--- src/rtl/launch_sequencer_if.sv ---
// rtl/launch_sequencer_if.sv - host/core-side bundle for the kernel launch sequencer
//
// Groups the launch request, per-core thread totals, per-core block
// dispatch controls and the completion flags.
//   master : host/core side (drives start, thread_count, core_done)
//   slave  : sequencer side (drives core_reset, core_start, core_block_id,
//            core_thread_count, done)
interface launch_sequencer_if #(
    parameter int NUM_CORES         = 2,
    parameter int THREADS_PER_BLOCK = 4
);
    localparam int TCW = $clog2(THREADS_PER_BLOCK) + 1;

    logic                           start;
    logic [NUM_CORES-1:0][7:0]      thread_count;
    logic [NUM_CORES-1:0]           core_reset;
    logic [NUM_CORES-1:0]           core_start;
    logic [NUM_CORES-1:0][7:0]      core_block_id;
    logic [NUM_CORES-1:0][TCW-1:0]  core_thread_count;
    logic [NUM_CORES-1:0]           core_done;
    logic                           done;

    modport master (
        output start, thread_count, core_done,
        input  core_reset, core_start, core_block_id, core_thread_count, done
    );

    modport slave (
        input  start, thread_count, core_done,
        output core_reset, core_start, core_block_id, core_thread_count, done
    );
endinterface

--- src/rtl/launch_sequencer.sv ---
// rtl/launch_sequencer.sv - per-core block dispatcher for a kernel launch
//
// Ports:
//   clk   : rising-edge clock
//   reset : synchronous, active-high; aborts any kernel in flight
//   bus   : launch_sequencer_if.slave
//           start             level launch request from host
//           thread_count      per-core thread totals, captured at launch
//           core_reset        per-core one-cycle pulse ahead of each block
//           core_start        per-core run level while a block executes
//           core_block_id     per-core local index of the current block
//           core_thread_count threads active in the current block
//           core_done         per-core block-complete level (seen in RUN only)
//           done              registered kernel-complete flag
module launch_sequencer #(
    parameter int NUM_CORES         = 2,
    parameter int THREADS_PER_BLOCK = 4
) (
    input  logic                  clk,
    input  logic                  reset,
    launch_sequencer_if.slave     bus
);
    localparam int LOG_TPB = $clog2(THREADS_PER_BLOCK);
    localparam int TCW     = LOG_TPB + 1;

    typedef enum logic [1:0] {IDLE, RESET, RUN, FIN} state_t;

    state_t     state_q [NUM_CORES];
    state_t     state_d [NUM_CORES];
    logic [7:0] snap_q  [NUM_CORES];
    logic [7:0] disp_q  [NUM_CORES];
    logic       done_q;

    logic       all_idle;
    logic       all_fin;
    logic       launch;
    logic       release_cores;

    // ceil(threads / THREADS_PER_BLOCK); the 9-bit sum keeps 255 from wrapping.
    function automatic logic [7:0] blocks_of(input logic [7:0] threads);
        logic [8:0] sum;
        sum = {1'b0, threads} + 9'(THREADS_PER_BLOCK - 1);
        return 8'(sum >> LOG_TPB);
    endfunction

    always_comb begin
        all_idle = 1'b1;
        all_fin  = 1'b1;
        for (int i = 0; i < NUM_CORES; i++) begin
            if (state_q[i] != IDLE) all_idle = 1'b0;
            if (state_q[i] != FIN)  all_fin  = 1'b0;
        end
        launch        = bus.start && !done_q && all_idle;
        release_cores = done_q && !bus.start;
    end

    // Next-state logic: each core advances on its own; only the launch and
    // the final release are shared events.
    always_comb begin
        for (int i = 0; i < NUM_CORES; i++) begin
            state_d[i] = state_q[i];
            unique case (state_q[i])
                IDLE: begin
                    if (launch)
                        state_d[i] = (blocks_of(bus.thread_count[i]) != 8'd0) ? RESET : FIN;
                end
                RESET: state_d[i] = RUN;
                RUN: begin
                    if (bus.core_done[i])
                        state_d[i] = (({1'b0, disp_q[i]} + 9'd1) < {1'b0, blocks_of(snap_q[i])})
                                     ? RESET : FIN;
                end
                FIN: begin
                    if (release_cores) state_d[i] = IDLE;
                end
                default: state_d[i] = IDLE;
            endcase
        end
    end

    // Per-core outputs decode the registered state; block id and thread count
    // are only presented while a block is being set up or running.
    always_comb begin
        logic [15:0] rem;
        logic        active;
        bus.core_reset        = '0;
        bus.core_start        = '0;
        bus.core_block_id     = '0;
        bus.core_thread_count = '0;
        bus.done              = done_q;
        for (int i = 0; i < NUM_CORES; i++) begin
            rem    = {8'd0, snap_q[i]} - ({8'd0, disp_q[i]} << LOG_TPB);
            active = (state_q[i] == RESET) || (state_q[i] == RUN);
            bus.core_reset[i] = (state_q[i] == RESET);
            bus.core_start[i] = (state_q[i] == RUN);
            if (active) begin
                bus.core_block_id[i]     = disp_q[i];
                bus.core_thread_count[i] = (rem >= 16'(THREADS_PER_BLOCK))
                                           ? TCW'(THREADS_PER_BLOCK) : rem[TCW-1:0];
            end
        end
    end

    always_ff @(posedge clk) begin
        if (reset) begin
            for (int i = 0; i < NUM_CORES; i++) begin
                state_q[i] <= IDLE;
                snap_q[i]  <= 8'd0;
                disp_q[i]  <= 8'd0;
            end
            done_q <= 1'b0;
        end else begin
            for (int i = 0; i < NUM_CORES; i++) begin
                state_q[i] <= state_d[i];
                if (launch) begin
                    snap_q[i] <= bus.thread_count[i];
                    disp_q[i] <= 8'd0;
                end else if (state_q[i] == RUN && bus.core_done[i]) begin
                    disp_q[i] <= disp_q[i] + 8'd1;
                end
            end
            if (release_cores)
                done_q <= 1'b0;
            else if (all_fin)
                done_q <= 1'b1;
        end
    end
endmodule

--- src/flat_wrapper.sv ---
// flat-port wrapper written by rule: the top's interface ports become plain ports
module launch_sequencer_flat 
#(
    parameter int NUM_CORES         = 2,
    parameter int THREADS_PER_BLOCK = 4
)
  (clk, reset, bus_start, bus_thread_count, bus_core_done, bus_core_reset, bus_core_start, bus_core_block_id, bus_core_thread_count, bus_done);
  launch_sequencer_if #(.NUM_CORES(NUM_CORES), .THREADS_PER_BLOCK(THREADS_PER_BLOCK)) bus_i ();
  input  logic clk;
  input  logic reset;
  input wire logic [$bits(bus_i.start)-1:0] bus_start;
  input wire logic [$bits(bus_i.thread_count)-1:0] bus_thread_count;
  input wire logic [$bits(bus_i.core_done)-1:0] bus_core_done;
  output wire logic [$bits(bus_i.core_reset)-1:0] bus_core_reset;
  output wire logic [$bits(bus_i.core_start)-1:0] bus_core_start;
  output wire logic [$bits(bus_i.core_block_id)-1:0] bus_core_block_id;
  output wire logic [$bits(bus_i.core_thread_count)-1:0] bus_core_thread_count;
  output wire logic [$bits(bus_i.done)-1:0] bus_done;
  assign bus_i.start = bus_start;
  assign bus_i.thread_count = bus_thread_count;
  assign bus_i.core_done = bus_core_done;
  assign bus_core_reset = bus_i.core_reset;
  assign bus_core_start = bus_i.core_start;
  assign bus_core_block_id = bus_i.core_block_id;
  assign bus_core_thread_count = bus_i.core_thread_count;
  assign bus_done = bus_i.done;
  launch_sequencer #(.NUM_CORES(NUM_CORES), .THREADS_PER_BLOCK(THREADS_PER_BLOCK)) u_core (.clk(clk), .reset(reset), .bus(bus_i));
endmodule
--- config.mk ---
export PLATFORM = sky130hd
export DESIGN_NAME = launch_sequencer_flat
export DESIGN_NICKNAME = d
export VERILOG_FILES = /design/src/rtl/launch_sequencer_if.sv /design/src/rtl/launch_sequencer.sv /design/src/flat_wrapper.sv
export SDC_FILE = /design/constraint.sdc
export NUM_CORES = 1
export LEC_CHECK = 0
export CAP_MARGIN = 20
export CORE_ASPECT_RATIO = 0.6
export CORE_MARGIN = 2
export CORE_UTILIZATION = 40
export DETAILED_ROUTE_END_ITERATION = 7
export GPL_TIMING_DRIVEN = 0
export HOLD_SLACK_MARGIN = 0.15
export PLACE_DENSITY = 0.75
export SYNTH_ARGS = -nofsm -noshare
export SYNTH_HDL_FRONTEND = slang
export SYNTH_SLANG_ARGS = --single-unit
--- constraint.sdc ---
create_clock -name clk -period 2.1 [get_ports clk]
set_input_delay 0.42 -clock clk [delete_from_list [all_inputs] [get_ports clk]]
set_output_delay 0.42 -clock clk [all_outputs]
set_load 0.02 [all_outputs]
==> results of run 1 <==
final timing paths:
kind / start / endpoint / slack [ps]
max: u_core.disp_q[1][0]$_SDFFCE_PN0P_ / bus_core_thread_count[3] / -620
min reg2reg: u_core.bus.done$_SDFFE_PP0P_ / u_core.bus.done$_SDFFE_PP0P_ / 510
max reg2reg: u_core.disp_q[1][0]$_SDFFCE_PN0P_ / u_core.state_q[0][3]$_SDFFE_PP0P_ / -290
min: u_core.bus.done$_SDFFE_PP0P_ / u_core.bus.done$_SDFFE_PP0P_ / 510
worst max-delay path: cells and delay by family, from the launching register on:
kind,cells,cell delay [ps]
AO/OA/AOI/OAI,2,420
adder cells (fa/ha/maj),2,720
flip-flops,1,460
buffers and inverters,1,110
AND/OR/NAND/NOR,2,300
flip-flops by register name, indices dropped and copies added (netlist names):
register and count:
u_core.state_q 4, u_core.disp_q 16, u_core.snap_q 16, u_core.bus.done 1
area by class of cell:
| class | instances | share of cell area |
|---|---|---|
| Multi-Input combinational cell | 231 | 0.484 |
| Sequential cell | 37 | 0.265 |
| Timing Repair Buffer | 61 | 0.149 |
| Clock buffer | 7 | 0.0355 |
| Tap cell | 87 | 0.0271 |
| Inverter | 28 | 0.0262 |
| Clock inverter | 1 | 0.00747 |
| Buffer | 4 | 0.00561 |
through the flow:
stage	hold slack, ps	cells	area (µm²)	total power [mW]	utilization
5_1_grt	541	456	4020	4.57	0.589
3_5_place_dp	500	433	3490	3.06	0.511
3_3_place_gp	505	433	3490	2.97	0.511
4_1_cts	511	448	3870	4.08	0.567
6_report	514	456	4020	4.26	0.589
2_1_floorplan	511	300	2920	2.42	-
power groups by stage:
| stage | registers, mW | logic (mW) | clock network (mW) |
|---|---|---|---|
| floorplan | 1.15 | 1.27 | 0 |
| global placement | 1.21 | 1.76 | 0 |
| detailed placement | 1.22 | 1.84 | 0 |
| CTS | 1.21 | 2.00 | 0.865 |
| global route | 1.25 | 2.40 | 0.910 |
| finish | 1.23 | 2.17 | 0.856 |
cells in the mapped netlist, types with 2 or more instances:
cell type	count	share of area
nor2_1	29	0.038
nor3_1	6	0.010
xor2_1	6	0.018
a211oi_1	5	0.013
edfxtp_1	32	0.33
o21a_1	5	0.013
and3_1	4	0.0087
a31oi_1	2	0.0043
nand3_1	14	0.024
or3_1	5	0.011
xnor2_1	18	0.055
nand4_1	6	0.013
o21ai_0	4	0.0070
nand2_1	11	0.014
mux2i_1	2	0.0070
clkbuf_1	4	0.0052
fa_1	2	0.014
and2_1	32	0.070
ha_1	36	0.16
a211o_1	5	0.015
nor2b_1	16	0.035
nand3b_1	2	0.0052
o211ai_1	6	0.016
inv_1	28	0.037
dfxtp_1	5	0.035
a21oi_1	6	0.010
cells by family (layout without fill, tap and decap cells):
family	count (synthesis)	after routing	share of synthesized area
DFF	37	37	0.369
muxes	2	2	0.00696
buffers and inverters	32	101	0.0418
adders and majority gates	38	38	0.171
and+or+nand+nor	129	129	0.244
xor gates and xnor gates	24	24	0.0731
AOI/OAI and AO/OA	38	38	0.0944
placed cells by master (no fill, tap or decap), drive strengths merged, types with 11 or more instances in the layout:
master / n
clkbuf: 11
and2: 32
ha: 36
clkdlybuf4s50: 22
edfxtp: 32
xnor2: 18
nand2: 11
buf: 22
nor2: 29
nand3: 14
nor2b: 16
inv: 28
clkdlybuf4s15: 15
repair_timing:
action,CTS,global route
hold buffers,0,0
setup buffers,7,9
pin swaps,23,14
resized for setup,110,18
endpoints found under the setup margin,26,27
metal layers:
layer	part of all wire	routed length [µm]	GRT usage
met1	0.54	3770	0.292
met2	0.41	2900	0.258
met3	0.043	302	0.0323
met4	0.010	71	0.0407
met5	0	0	0
==> results.md, run 1 <==
- Status: finished, violations left
- Violated checks: negative setup slack
- Nets: ~430
- Critical Path, Cell by Cell: ha_4, fa_2, nand4_1, a211o_1, a21oi_2, and3_4, buf_6
- Post-DP HPWL: 5450 µm
- Vias in the first global route: about 2300
- Worst min path class: register to register
- Die height: between 60 and 70 µm
- Final antenna-violating net count: 0
- Int Power: 2.64 mW
- Skew-Pair Late Insertion Delay: between 200 and 300 ps
- Area Overhead vs Synth: 39.7%
- Hold depth: 2
- Die Footprint: 0.00791 mm²
- Top Ports: 48
- Setup Viol. Count Final: 8
- I/O Buffers: 46
- Setup ws final: -617 ps
- Starting density of the core: 0.422
- Proportion of power drawn by the clock network: 0.201
- Unique masters post-synth: 35
- Sequential area share after synthesis: 0.369
- DR pass1 iterations: 4
- Combinational share of power: 0.510
- First-pass GRT wire length: between 10000 and 15000 µm
- Post-synth EDFFs: 32
- Max-capacitance violation count: 0
- Antenna diodes: 0
- Final hold violation count: 0
- Rows: 23
- Synth Cell Area: about 0.0029 mm²
- Top FF cell, synth: edfxtp_1
- Root Buffer: clkbuf_16
- Mapped Nets: 359
- Largest net degree at the start of global routing: 17
- Clock sinks: 37
- Via count: 2355
- Worst slack at placement: -905 ps
- CP Launch Type: register
- Critical-path maximum fanout: 3
- Ys Warns: 0
- RSZ-0062 raised after global routing: true
- Worst vdd ir: ~0.38 mV
- Power per Cell Area: 1060 mW/mm²
- GPL Wtd Cong: 0.914
- Fin crit period: about 2700 ps
- Maximum clock insertion buffer count: 2
- Drt total wl: 7040 µm
- Vias per std cell: 5.16
- Placeable core region: 0.00682 mm²
- Final period util: 1.29
- Mapped Avg Cell Area: 9.59 µm²
- Initial antenna violation count: 0
- Yosys reg bits: 37
- Register area: 0.00107 mm²
- CP Class: register to primary output
- Overall routing resource usage: 0.184
- Maximum clock rate: 368 MHz
- Num CTS Buffers: 5
- Slew headroom: 0.608
- Total congestion overflow: 0
- Pleak: 1.54 nW
- H-Tree Depth: 2
- Skew final: 5.77 ps
- DR WL/cell: roughly 15 µm
- Mapped Cells: 300
- Sequential share of power: 0.289
- CP max-delay cell: fa_2
- Post-route DRC: 0
- Psw: approximately 1.6 mW
- Switching Fraction: 0.379
- Worst Path Arrival: 2300 ps
- Area of the multi-input gates: 0.00195 mm²
- Final max-slew violation count: 0
- Setup TNS: -3810 ps
- WP data required: 1680 ps
- Clk pin slew, worst setup/hold paths: 60 ps
- R2R depth: 10
- TritonCTS clock tree: built
- Async SR Flop Fraction: 0
- CP peak stage delay: 510 ps
- Die Width: 113 µm
- Layout cells sized above 1: 0.233
- Worst Max-Slew Pin Slew: about 590 ps
- DRT iter0 DRCs: 138
- Critical path endpoint category: primary output
- Number of fill cells: around 570
(Power assumes the default switching activity.)
==> run 2, diff against run 1 <==
--- a/config.mk
+++ b/config.mk
@@ -9,6 +9,7 @@
 export CORE_ASPECT_RATIO = 0.6
 export CORE_MARGIN = 2
 export CORE_UTILIZATION = 40
+export CTS_BUF_LIST = sky130_fd_sc_hd__clkbuf_16
 export DETAILED_ROUTE_END_ITERATION = 7
 export GPL_TIMING_DRIVEN = 0
 export HOLD_SLACK_MARGIN = 0.15
==> run 2 against run 1 <==
Compared with the run above:
- the run still ends with negative setup slack left
- utilization shrank 0.15 points
- combinational power is essentially flat
- clock power shrank 5.1%
- highest routed layer unchanged
- clock skew is essentially flat
- sequential power is essentially flat
- wire length grew 1.2%
- via count shrank 1.2%
- die area is the same
- worst hold slack is essentially flat
- non-clock buffer count is the same
- sequential share of layout area grew 0.066 points
- maximum frequency is essentially flat
==> results.md, run 2 (synthesis results as in run 1) <==
- Drt total wl: 7120 µm (+1.2%)
- CP Launch Type: register
- Skew final: 6.00 ps (+0.234 ps)
- Violated checks: negative setup slack
- Post-route DRC: 0 (unchanged)
- TritonCTS clock tree: built
- Vias in the first global route: 2299 (+1.0%)
- Starting density of the core: 0.422 (unchanged)
- Total congestion overflow: 0 (unchanged)
- Worst min path class: register to register
- Antenna diodes: 0 (unchanged)
- Final period util: 1.29 (about the same)
- Final antenna-violating net count: 0 (unchanged)
- Worst slack at placement: -905 ps (unchanged)
- Overall routing resource usage: 0.185 (+0.000559)
- Post-DP HPWL: 5450 µm (unchanged)
- Biggest regs: u_core.disp_q (16), u_core.snap_q (16), u_core.state_q (4)
- Combinational share of power: 0.517 (+0.007)
- Skew-Pair Late Insertion Delay: 280 ps (about the same)
- Hold Buf Count CTS: 0 (unchanged)
- DR WL/cell: 15.6 µm (+1.2%)
- Fin crit period: 2710 ps (-2.06 ps)
- Pleak: 1.54 nW (about the same)
- Status: finished, violations left
- Root Buffer: clkbuf_16
- Critical path endpoint category: primary output
- Largest net degree at the start of global routing: 17 (unchanged)
- Proportion of power drawn by the clock network: 0.192 (-0.009)
- Most frequent cells in the layout: and2_1, edfxtp_1, nor2_1, ha_1, inv_1
- Worst Max-Slew Pin Slew: 676 ps (+88.3 ps)
- Die height: 69.7 µm (unchanged)
- Placeable core region: 0.00682 mm² (unchanged)
- Die Width: 113 µm (unchanged)
- Sequential share of power: 0.291 (+0.002)
- I/O Buffers: 46 (unchanged)
- Psw: 1.62 mW (+0.56%)
- DRT iter0 DRCs: 114 (-17%)
- R2R depth: 10 (unchanged)
- Area Overhead vs Synth: 39.3%
- Initial antenna violation count: 0 (unchanged)
- Num CTS Buffers: 5 (unchanged)
- Max-capacitance violation count: 0 (unchanged)
- Switching Fraction: 0.384 (+0.00504)
- Nets: 427 (unchanged)
- CP Class: register to primary output
- Rows: 23 (unchanged)
- Clock sinks: 37 (unchanged)
- Setup Viol. Count Final: 8 (unchanged)
- Setup ws final: -615 ps (+2.06 ps)
- GPL Wtd Cong: 0.914 (unchanged)
- Via count: 2327 (-1.2%)
- Final max-slew violation count: 0 (unchanged)
- Clk pin slew, worst setup/hold paths: 60 ps (about the same)
- DR pass1 iterations: 4 (unchanged)
- Maximum clock insertion buffer count: 2 (unchanged)
- First-pass GRT wire length: 11500 µm (+0.24%)
- Layout cells sized above 1: 0.230 (-0.00271)
- Worst vdd ir: 0.378 mV (-0.41%)
- Final hold violation count: 0 (unchanged)
- H-Tree Depth: 2 (unchanged)
- Int Power: 2.60 mW (-1.6%)
- Worst Path Arrival: 2290 ps (about the same)
- Top Ports: 48 (unchanged)
- Die Footprint: 0.00791 mm² (unchanged)
- Power per Cell Area: 1050 mW/mm² (-0.51%)
- Slew headroom: 0.549 (-0.0584)
- Hold depth: 2 (unchanged)
- Critical-path maximum fanout: 3 (unchanged)
- WP data required: 1680 ps (about the same)
- PnR Total Power: 4.23 mW (-0.76%)
- Vias per std cell: 5.10 (-1.2%)
- RSZ-0062 raised after global routing: true
- Maximum clock rate: 368 MHz (about the same)
[run 2: routing by layer]
layer  vias up  global-route usage  share of wire
met2        52               0.263           0.42
met5         -                   0              0
met1      1073               0.290           0.53
met3         4              0.0323          0.042
met4         0              0.0407         0.0067
li1       1198                   -              -
[run 2: critical path, cell delays in order (launching register included)]
cell	delay (ps)
edfxtp_1	460
ha_4	210
fa_2	510
nand4_1	90
a211o_1	240
a21oi_2	180
and3_4	210
buf_6	110
[run 2: power groups by stage]
stage	registers (mW)	logic [mW]	clock network (mW)
2_1_floorplan	1.15	1.27	0
3_3_place_gp	1.21	1.76	0
3_5_place_dp	1.22	1.84	0
4_1_cts	1.21	2.00	0.823
5_1_grt	1.25	2.41	0.863
6_report	1.23	2.18	0.812
[run 2: final cells by class]
| cell class | instances | area [µm²] |
|---|---|---|
| fillers | 570 | 2810 |
| multi-input cells | 231 | 1950 |
| flip-flops and latches | 37 | 1070 |
| plain buffers | 4 | 22.5 |
| clock inverters | 3 | 37.5 |
| well taps | 87 | 109 |
| repair buffers | 61 | 597 |
| clock buffers | 5 | 125 |
| inverters | 28 | 105 |
[run 2: final timing paths]
check	startpoint	endpoint	slack (ps)
hold / removal	u_core.bus.done$_SDFFE_PP0P_	u_core.bus.done$_SDFFE_PP0P_	510
setup reg to reg	u_core.disp_q[1][0]$_SDFFCE_PN0P_	u_core.state_q[0][3]$_SDFFE_PP0P_	-290
hold reg to reg	u_core.bus.done$_SDFFE_PP0P_	u_core.bus.done$_SDFFE_PP0P_	510
setup / recovery	u_core.disp_q[1][0]$_SDFFCE_PN0P_	bus_core_thread_count[3]	-610
[run 2: stage by stage]
stage	util	TNS [ps]	instance area, µm²	hold WS (ps)	cells
2_1_floorplan	-	-681	2920	511	300
3_3_place_gp	0.511	-11990	3490	505	433
3_5_place_dp	0.511	-13050	3490	500	433
4_1_cts	0.565	-3680	3850	511	448
5_1_grt	0.588	-4530	4010	541	456
6_report	0.588	-3790	4010	514	456
[run 2: what timing repair did]
item | CTS | global route
setup buffers | 7 | 9
pin swaps | 23 | 14
endpoints found under the hold margin | 0 | 0
setup endpoints to repair | 26 | 27
gates resized for setup | 109 | 19
